**src/rtl/countdown_processor.sv**
```systemverilog
// countdown_processor: four-state controller plus x/y datapath that loads, forms a step, then adds the step to x until x matches imm.
module countdown_processor #(
  parameter int WIDTH = 4
) (
  input  logic             clk,
  input  logic             reset,
  input  logic [WIDTH-1:0] imm,
  output logic [WIDTH-1:0] x,
  output logic [WIDTH-1:0] y
);
  typedef enum logic [1:0] {S0 = 2'd0, S1 = 2'd1, S2 = 2'd2, S3 = 2'd3} state_t;
  state_t state_q, state_d;
  logic [WIDTH-1:0] x_q, x_d, y_q, y_d, add_a, add_b, sum;
  logic eq;
  always_comb begin
    state_d = state_q == S0 ? S1 : state_q == S1 ? S2 : S3;
  end
  // One shared adder: y+imm while forming the step, x+y while counting.
  assign add_a = state_q == S2 ? y_q : x_q;
  assign add_b = state_q == S2 ? imm : y_q;
  assign sum   = add_a + add_b;
  assign eq    = x_q == imm;
  always_comb begin
    x_d = state_q == S0 ? imm : (state_q == S3 && !eq) ? sum : x_q;
    y_d = state_q == S1 ? imm : state_q == S2 ? sum : y_q;
  end
  always_ff @(posedge clk) begin
    if (reset) begin
      state_q <= S0;
      x_q     <= '0;
      y_q     <= '0;
    end else begin
      state_q <= state_d;
      x_q     <= x_d;
      y_q     <= y_d;
    end
  end
  assign x = x_q;
  assign y = y_q;
endmodule

```
**config.mk**
```make
export PLATFORM = sky130hd
export DESIGN_NAME = countdown_processor
export DESIGN_NICKNAME = d
export VERILOG_FILES = /design/src/rtl/countdown_processor.sv
export SDC_FILE = /design/constraint.sdc
export NUM_CORES = 1
export LEC_CHECK = 0
export CAP_MARGIN = 0
export CORE_MARGIN = 2
export CORE_UTILIZATION = 51
export CTS_CLUSTER_SIZE = 8
export DETAILED_ROUTE_END_ITERATION = 6
export HOLD_SLACK_MARGIN = 0.05
export PLACE_DENSITY = 0.83
export SKIP_CTS_REPAIR_TIMING = 1
export SYNTH_ARGS = -nofsm -noshare
export SYNTH_HDL_FRONTEND = slang
export SYNTH_SLANG_ARGS = --single-unit
```
**constraint.sdc**
```tcl
create_clock -name clk -period 3 [get_ports clk]
set_input_delay 0.3 -clock clk [delete_from_list [all_inputs] [get_ports clk]]
set_output_delay 0.3 -clock clk [all_outputs]
set_load 0.01 [all_outputs]
```
==> flow_metrics.env, run 1 <==
export IMPL_outcome="finished, final reports clean"
export IMPL_post_drt_wl_per_cell_um=14.8
export IMPL_die_area_mm2=0.00191
export IMPL_grt_pass1_vias=655
export IMPL_leakagePower_uw=0.000408
export IMPL_num_rows=14
export IMPL_path_common_cell="ha_1"
export IMPL_antenna_found_initial=0
export IMPL_report_final_slew_viol_count=0
export IMPL_wl_um=1700
export IMPL_cap_viol_max_count=0
export IMPL_yosys_warnings=0
export IMPL_hold_path_class="reg2reg"
export IMPL_die_width_um=43.7
export IMPL_synth_edf_count=0
export IMPL_diodes=0
export IMPL_critPathArrivalTime_ps=2700
export IMPL_cp_slowest_stage_delay_ps=390
export IMPL_cts_sinks=10
export IMPL_ys_ff_latch=10
export IMPL_synth_top_area_frac=0.249
export IMPL_start_util=0.539
export IMPL_place_congestion=0.798
export IMPL_p_per_area_mw_per_mm2=477
export IMPL_holdPathStages=2
export IMPL_dp_hpwl_um=1280
export IMPL_io_buffers=13
export IMPL_period_needed_ps=2500
export IMPL_grt_start_max_net_pins=11
export IMPL_root_buffer="clkbuf_4"
export IMPL_synthFlopType="dfxtp_1"
export IMPL_ys_async_sr_fraction=0
export IMPL_rr_worst_depth=9
export IMPL_tns_ps=0
export IMPL_peakVddDrop_mv=0.341
export IMPL_end_kind="register"
export IMPL_worst_slew_pin_slew_ps=599
export IMPL_required_ps=3200
export IMPL_worstPathCellList="inv_1 -> ha_1 -> mux2_2 -> ha_1 -> a21o_1 -> a21oi_1 -> nor3_2 -> nand3b_1 -> a221oi_2"
export IMPL_synthCells=87
export IMPL_track_usage=0.212
export IMPL_viasPerCell=5.97
export IMPL_ys_types=35
export IMPL_fillers=129
export IMPL_max_slew_margin=0.595
export IMPL_vias=687
export IMPL_fmax_mhz=400
export IMPL_critPathSlowestCell="mux2_2"
export IMPL_grt_ovfl_total=0
export IMPL_cts_max_path_buffers=2
export IMPL_core_area_mm2=0.00149
export IMPL_antenna_left=0
export IMPL_ys_seq_area_frac=0.249
export IMPL_post_synth_top_count_cell="dfxtp_1"
export IMPL_drc=0
export IMPL_cts_buffers=3
export IMPL_clkTransAtPathRegs_ps=70
export IMPL_rsz0062_at_grt="false"
export IMPL_critPathKind="reg2reg"
export IMPL_drive_gt1_frac=0.131
export IMPL_fin_crit_sh=0.834
export IMPL_yosysTopAreaCell="dfxtp_1"
export IMPL_grt_pass1_wl_um=2930
export IMPL_cp_num_buf_inv=1
export IMPL_htreeDepth=1
export IMPL_cts_tree="done"
export IMPL_synthTopCellsByCount="dfxtp_1, ha_1, nor2_1, inv_1"
export IMPL_first_iter_violations=13
export IMPL_drtPass1Iterations=4
export IMPL_startpoint_type="register"
export IMPL_path_delay_family="compound AO/OA/AOI/OAI gates"
export IMPL_multi_input_area_um2=557
export IMPL_synth_area_top_cells="dfxtp_1, ha_1, mux2_2"
export IMPL_reg2reg_slack_ps=500
export IMPL_setup_viol=0
export IMPL_crit_fanout=8
export IMPL_fin_skew_ps=6.19
export IMPL_whs_ps=523
export IMPL_syn_area_um2=803
export IMPL_syn2layout_area_growth_pct=19.0
export IMPL_seq_area_um2=200
export IMPL_syn_avg_cell_area_um2=9.23
export IMPL_io_pins=14
export IMPL_syn_nets=103
export IMPL_die_h_um=43.7
export IMPL_crit_cells=9
export IMPL_clk_insertion_delay_late_ps=280
export IMPL_hold_violations=0
export IMPL_fin_nets=117
flip-flops by register name, indices dropped and copies added (netlist names):
register  cells
x             4
y             4
state_q       2
worst min-delay path, cell delays in order, from the launching register on:
cell and delay (ps):
dfxtp_1 330, nor2_1 90, a211oi_1 50
layout by cell type, fill, tap and decap left out, types with 2 or more instances in the layout:
master           Yosys  routed
clkbuf_4             0       3
o21ai_1              2       2
dfxtp_1             10      10
o211ai_1             2       2
mux2i_1              2       2
mux2_2               6       6
nand2_1              5       5
clkdlybuf4s50_1      0      13
nor2_1               8       8
a211oi_1             2       2
nand3b_1             2       2
xor2_1               6       6
inv_1                7       7
ha_1                 9       9
a21oi_1              3       3
final cells by class:
| type | count | area share |
|---|---|---|
| sequential | 10 | 0.209 |
| clock buffer | 3 | 0.0236 |
| timing repair buffer | 13 | 0.136 |
| tap | 16 | 0.0209 |
| multi-input combinational | 66 | 0.582 |
| inverter | 7 | 0.0275 |
where the power goes:
group	internal, uW	switching, uW	total [uW]
Clock	46.5	49.2	95.8
Combinational	96.9	93.6	190
Sequential	151	19.3	170
final timing paths:
kind / endpoint / from
setup reg to reg: x[3]$_SDFFE_PP0P_ / state_q[0]$_SDFF_PP0_
hold / removal: y[1]$_SDFFE_PP0P_ / y[1]$_SDFFE_PP0P_
hold reg to reg: y[1]$_SDFFE_PP0P_ / y[1]$_SDFFE_PP0P_
setup / recovery: x[3]$_SDFFE_PP0P_ / state_q[0]$_SDFF_PP0_
cell families after synthesis:
logic type	count (synthesis)	share of synthesized area
flip-flops	10	0.249
AND/OR/NAND/NOR	23	0.160
multiplexers	9	0.123
adder cells (fa/ha/maj)	10	0.165
AO/OA/AOI/OAI	18	0.179
buffers and inverters	11	0.0576
XOR/XNOR	6	0.0654
stage by stage:
stage / utilization / power (uW) / setup WS [ps] / cells / cell area (um^2)
2_1_floorplan: - / 298 / 806 / 87 / 803
3_3_place_gp: 0.627 / 357 / 590 / 112 / 933
3_5_place_dp: 0.627 / 363 / 552 / 112 / 933
4_1_cts: 0.642 / 458 / 523 / 115 / 956
5_1_grt: 0.642 / 487 / 319 / 115 / 956
6_report: 0.642 / 456 / 498 / 115 / 956
routing by layer:
| layer | vias up | global-route usage | wire (um) |
|---|---|---|---|
| li1 | 337 | - | - |
| met1 | 322 | 0.286 | 778 |
| met2 | 23 | 0.332 | 822 |
| met3 | 5 | 0.0250 | 61 |
| met4 | 0 | 0.109 | 41 |
| met5 | - | 0 | 0 |
(Power assumes the default switching activity.)
==> inputs of run 2 (changes only) <==
==> constraint.sdc (replaced) <==
create_clock -name clk -period 2.6 [get_ports clk]
set_input_delay 0.26 -clock clk [delete_from_list [all_inputs] [get_ports clk]]
set_output_delay 0.26 -clock clk [all_outputs]
set_load 0.01 [all_outputs]
==> run 2 against run 1 <==
Compared with the run above: final cell count did not move; count of clock-buffer cells in the layout stayed put; die area is the same; combinational power rose by 15%; core utilization stayed put; non-clock buffer count did not move; first-iteration DRC count fell by 15%; sequential power up 16%; global-route usage up 0.14 points; flip-flop and latch count did not move; design area unchanged; total power is 16% higher; critical path type unchanged; critical endpoint unchanged.
==> flow_metrics.env, run 2 (synthesis gave the netlist of run 1 again) <==
export IMPL_cts_sinks=10
export IMPL_hold_path_class="reg2reg"
export IMPL_drive_gt1_frac=0.131
export IMPL_leakagePower_uw=0.000408
export IMPL_tns_ps=0
export IMPL_grt_start_max_net_pins=11
export IMPL_p_per_area_mw_per_mm2=551
export IMPL_setup_viol=0
export IMPL_die_width_um=43.7
export IMPL_rsz0062_at_grt="false"
export IMPL_path_common_cell="ha_1"
export IMPL_peakVddDrop_mv=0.317
export IMPL_wl_um=1750
export IMPL_track_usage=0.213
export IMPL_fillers=132
export IMPL_crit_fanout=8
export IMPL_grt_busiest_layer="met2"
export IMPL_antenna_found_initial=0
export IMPL_io_buffers=13
export IMPL_startpoint_type="register"
export IMPL_end_kind="register"
export IMPL_hold_violations=0
export IMPL_grt_ovfl_total=0
export IMPL_clk_insertion_delay_late_ps=280
export IMPL_htreeDepth=1
export IMPL_root_buffer="clkbuf_4"
export IMPL_grt_use_met2=0.332
export IMPL_grt_pass1_wl_um=2980
export IMPL_drtPass1Iterations=4
export IMPL_multi_input_area_um2=557
export IMPL_report_final_slew_viol_count=0
export IMPL_die_area_mm2=0.00191
export IMPL_seq_area_um2=200
export IMPL_cts_tree="done"
export IMPL_post_drt_wl_per_cell_um=15.2
export IMPL_cts_buffers=3
export IMPL_max_slew_margin=0.613
export IMPL_post_dp_cell_area_um2=933
export IMPL_num_rows=14
export IMPL_core_area_mm2=0.00149
export IMPL_syn2layout_area_growth_pct=19.0
export IMPL_grt_pass1_vias=649
export IMPL_vias=669
export IMPL_drc=0
export IMPL_grtUsageMet3=0.0250
export IMPL_viasPerCell=5.82
export IMPL_dp_hpwl_um=1280
export IMPL_io_pins=14
export IMPL_period_needed_ps=2430
export IMPL_final_area_um2=956
export IMPL_critPathArrivalTime_ps=2630
export IMPL_cp_num_buf_inv=1
export IMPL_grt_use_met1=0.289
export IMPL_fin_nets=117
export IMPL_antenna_left=0
export IMPL_worstPathCellList="inv_1 -> ha_1 -> mux2_2 -> ha_1 -> a21o_1 -> a21oi_1 -> nor3_2 -> nand3b_1 -> a221oi_2"
export IMPL_cp_slowest_stage_delay_ps=410
export IMPL_outcome="finished, final reports clean"
export IMPL_critPathSlowestCell="mux2_2"
export IMPL_utilization=0.642
export IMPL_fin_crit_sh=0.936
export IMPL_first_iter_violations=11
export IMPL_critPathKind="reg2reg"
export IMPL_layout_common_cells="clkdlybuf4s50_1, dfxtp_1, ha_1"
export IMPL_worst_slew_pin_slew_ps=572
export IMPL_clkTransAtPathRegs_ps=60
export IMPL_cts_max_path_buffers=2
export IMPL_start_util=0.539
export IMPL_path_delay_family="adder cells"
export IMPL_die_h_um=43.7
export IMPL_required_ps=2800
export IMPL_place_congestion=0.914
export IMPL_final_common_cell="clkdlybuf4s50_1"
export IMPL_cap_viol_max_count=0
export IMPL_fin_skew_ps=4.11
export IMPL_fmax_mhz=411
export IMPL_diodes=0
run 2: stage by stage:
stage / worst slack (ps) / cells / hold WS (ps) / total power (uW)
floorplan: 406 / 87 / 393 / 344
global placement: 287 / 112 / 511 / 413
detailed placement: 205 / 112 / 524 / 417
CTS: 171 / 115 / 532 / 528
global route: 13.6 / 115 / 564 / 559
finish: 167 / 115 / 533 / 527
run 2: final cells by class:
| class | count | share of cell area |
|---|---|---|
| tap | 16 | 0.0209 |
| multi-input combinational | 66 | 0.582 |
| timing repair buffer | 13 | 0.136 |
| clock buffer | 3 | 0.0236 |
| inverter | 7 | 0.0275 |
| sequential | 10 | 0.209 |
run 2: path summary, 6_finish.rpt:
check             cells after the start           endpoint  slack, ps             startpoint
hold reg to reg                       2  y[0]$_SDFFE_PP0P_        530      y[0]$_SDFFE_PP0P_
setup reg to reg                      9  x[3]$_SDFFE_PP0P_        170  state_q[0]$_SDFF_PP0_
hold / removal                        2  y[0]$_SDFFE_PP0P_        530      y[0]$_SDFFE_PP0P_
setup / recovery                      9  x[3]$_SDFFE_PP0P_        170  state_q[0]$_SDFF_PP0_
run 2: routing by layer:
| layer | vias to the layer above | wire length, um | part of all wire |
|---|---|---|---|
| met2 | 17 | 804 | 0.46 |
| met1 | 308 | 837 | 0.48 |
| li1 | 339 | - | - |
| met3 | 5 | 62 | 0.035 |
| met5 | - | 0 | 0 |
| met4 | 0 | 42 | 0.024 |
run 2: report_power, final:
group	internal, uW	leakage (uW)	total [uW]	switching, uW
Sequential	174	0.0000830	198	24.2
Clock	53.7	0.0000138	110	56.6
Combinational	112	0.000312	219	106
Total	340	0.000408	527	187
run 2: worst reg2reg max path: stages, from the launching register on:
cell and delay [ps]:
dfxtp_1 340, inv_1 120, ha_1 360, mux2_2 410
ha_1 280, a21o_1 180, a21oi_1 230, nor3_2 60
nand3b_1 170, a221oi_2 210
==> inputs of run 3 (changes only) <==
--- a/config.mk
+++ b/config.mk
@@ -13,6 +13,7 @@
 export HOLD_SLACK_MARGIN = 0.05
 export PLACE_DENSITY = 0.83
 export SKIP_CTS_REPAIR_TIMING = 1
+export SLEW_MARGIN = 10
 export SYNTH_ARGS = -nofsm -noshare
 export SYNTH_HDL_FRONTEND = slang
 export SYNTH_SLANG_ARGS = --single-unit
==> results of run 3 <==
The final DEF is identical to that of run 2; final timing and power are the same.
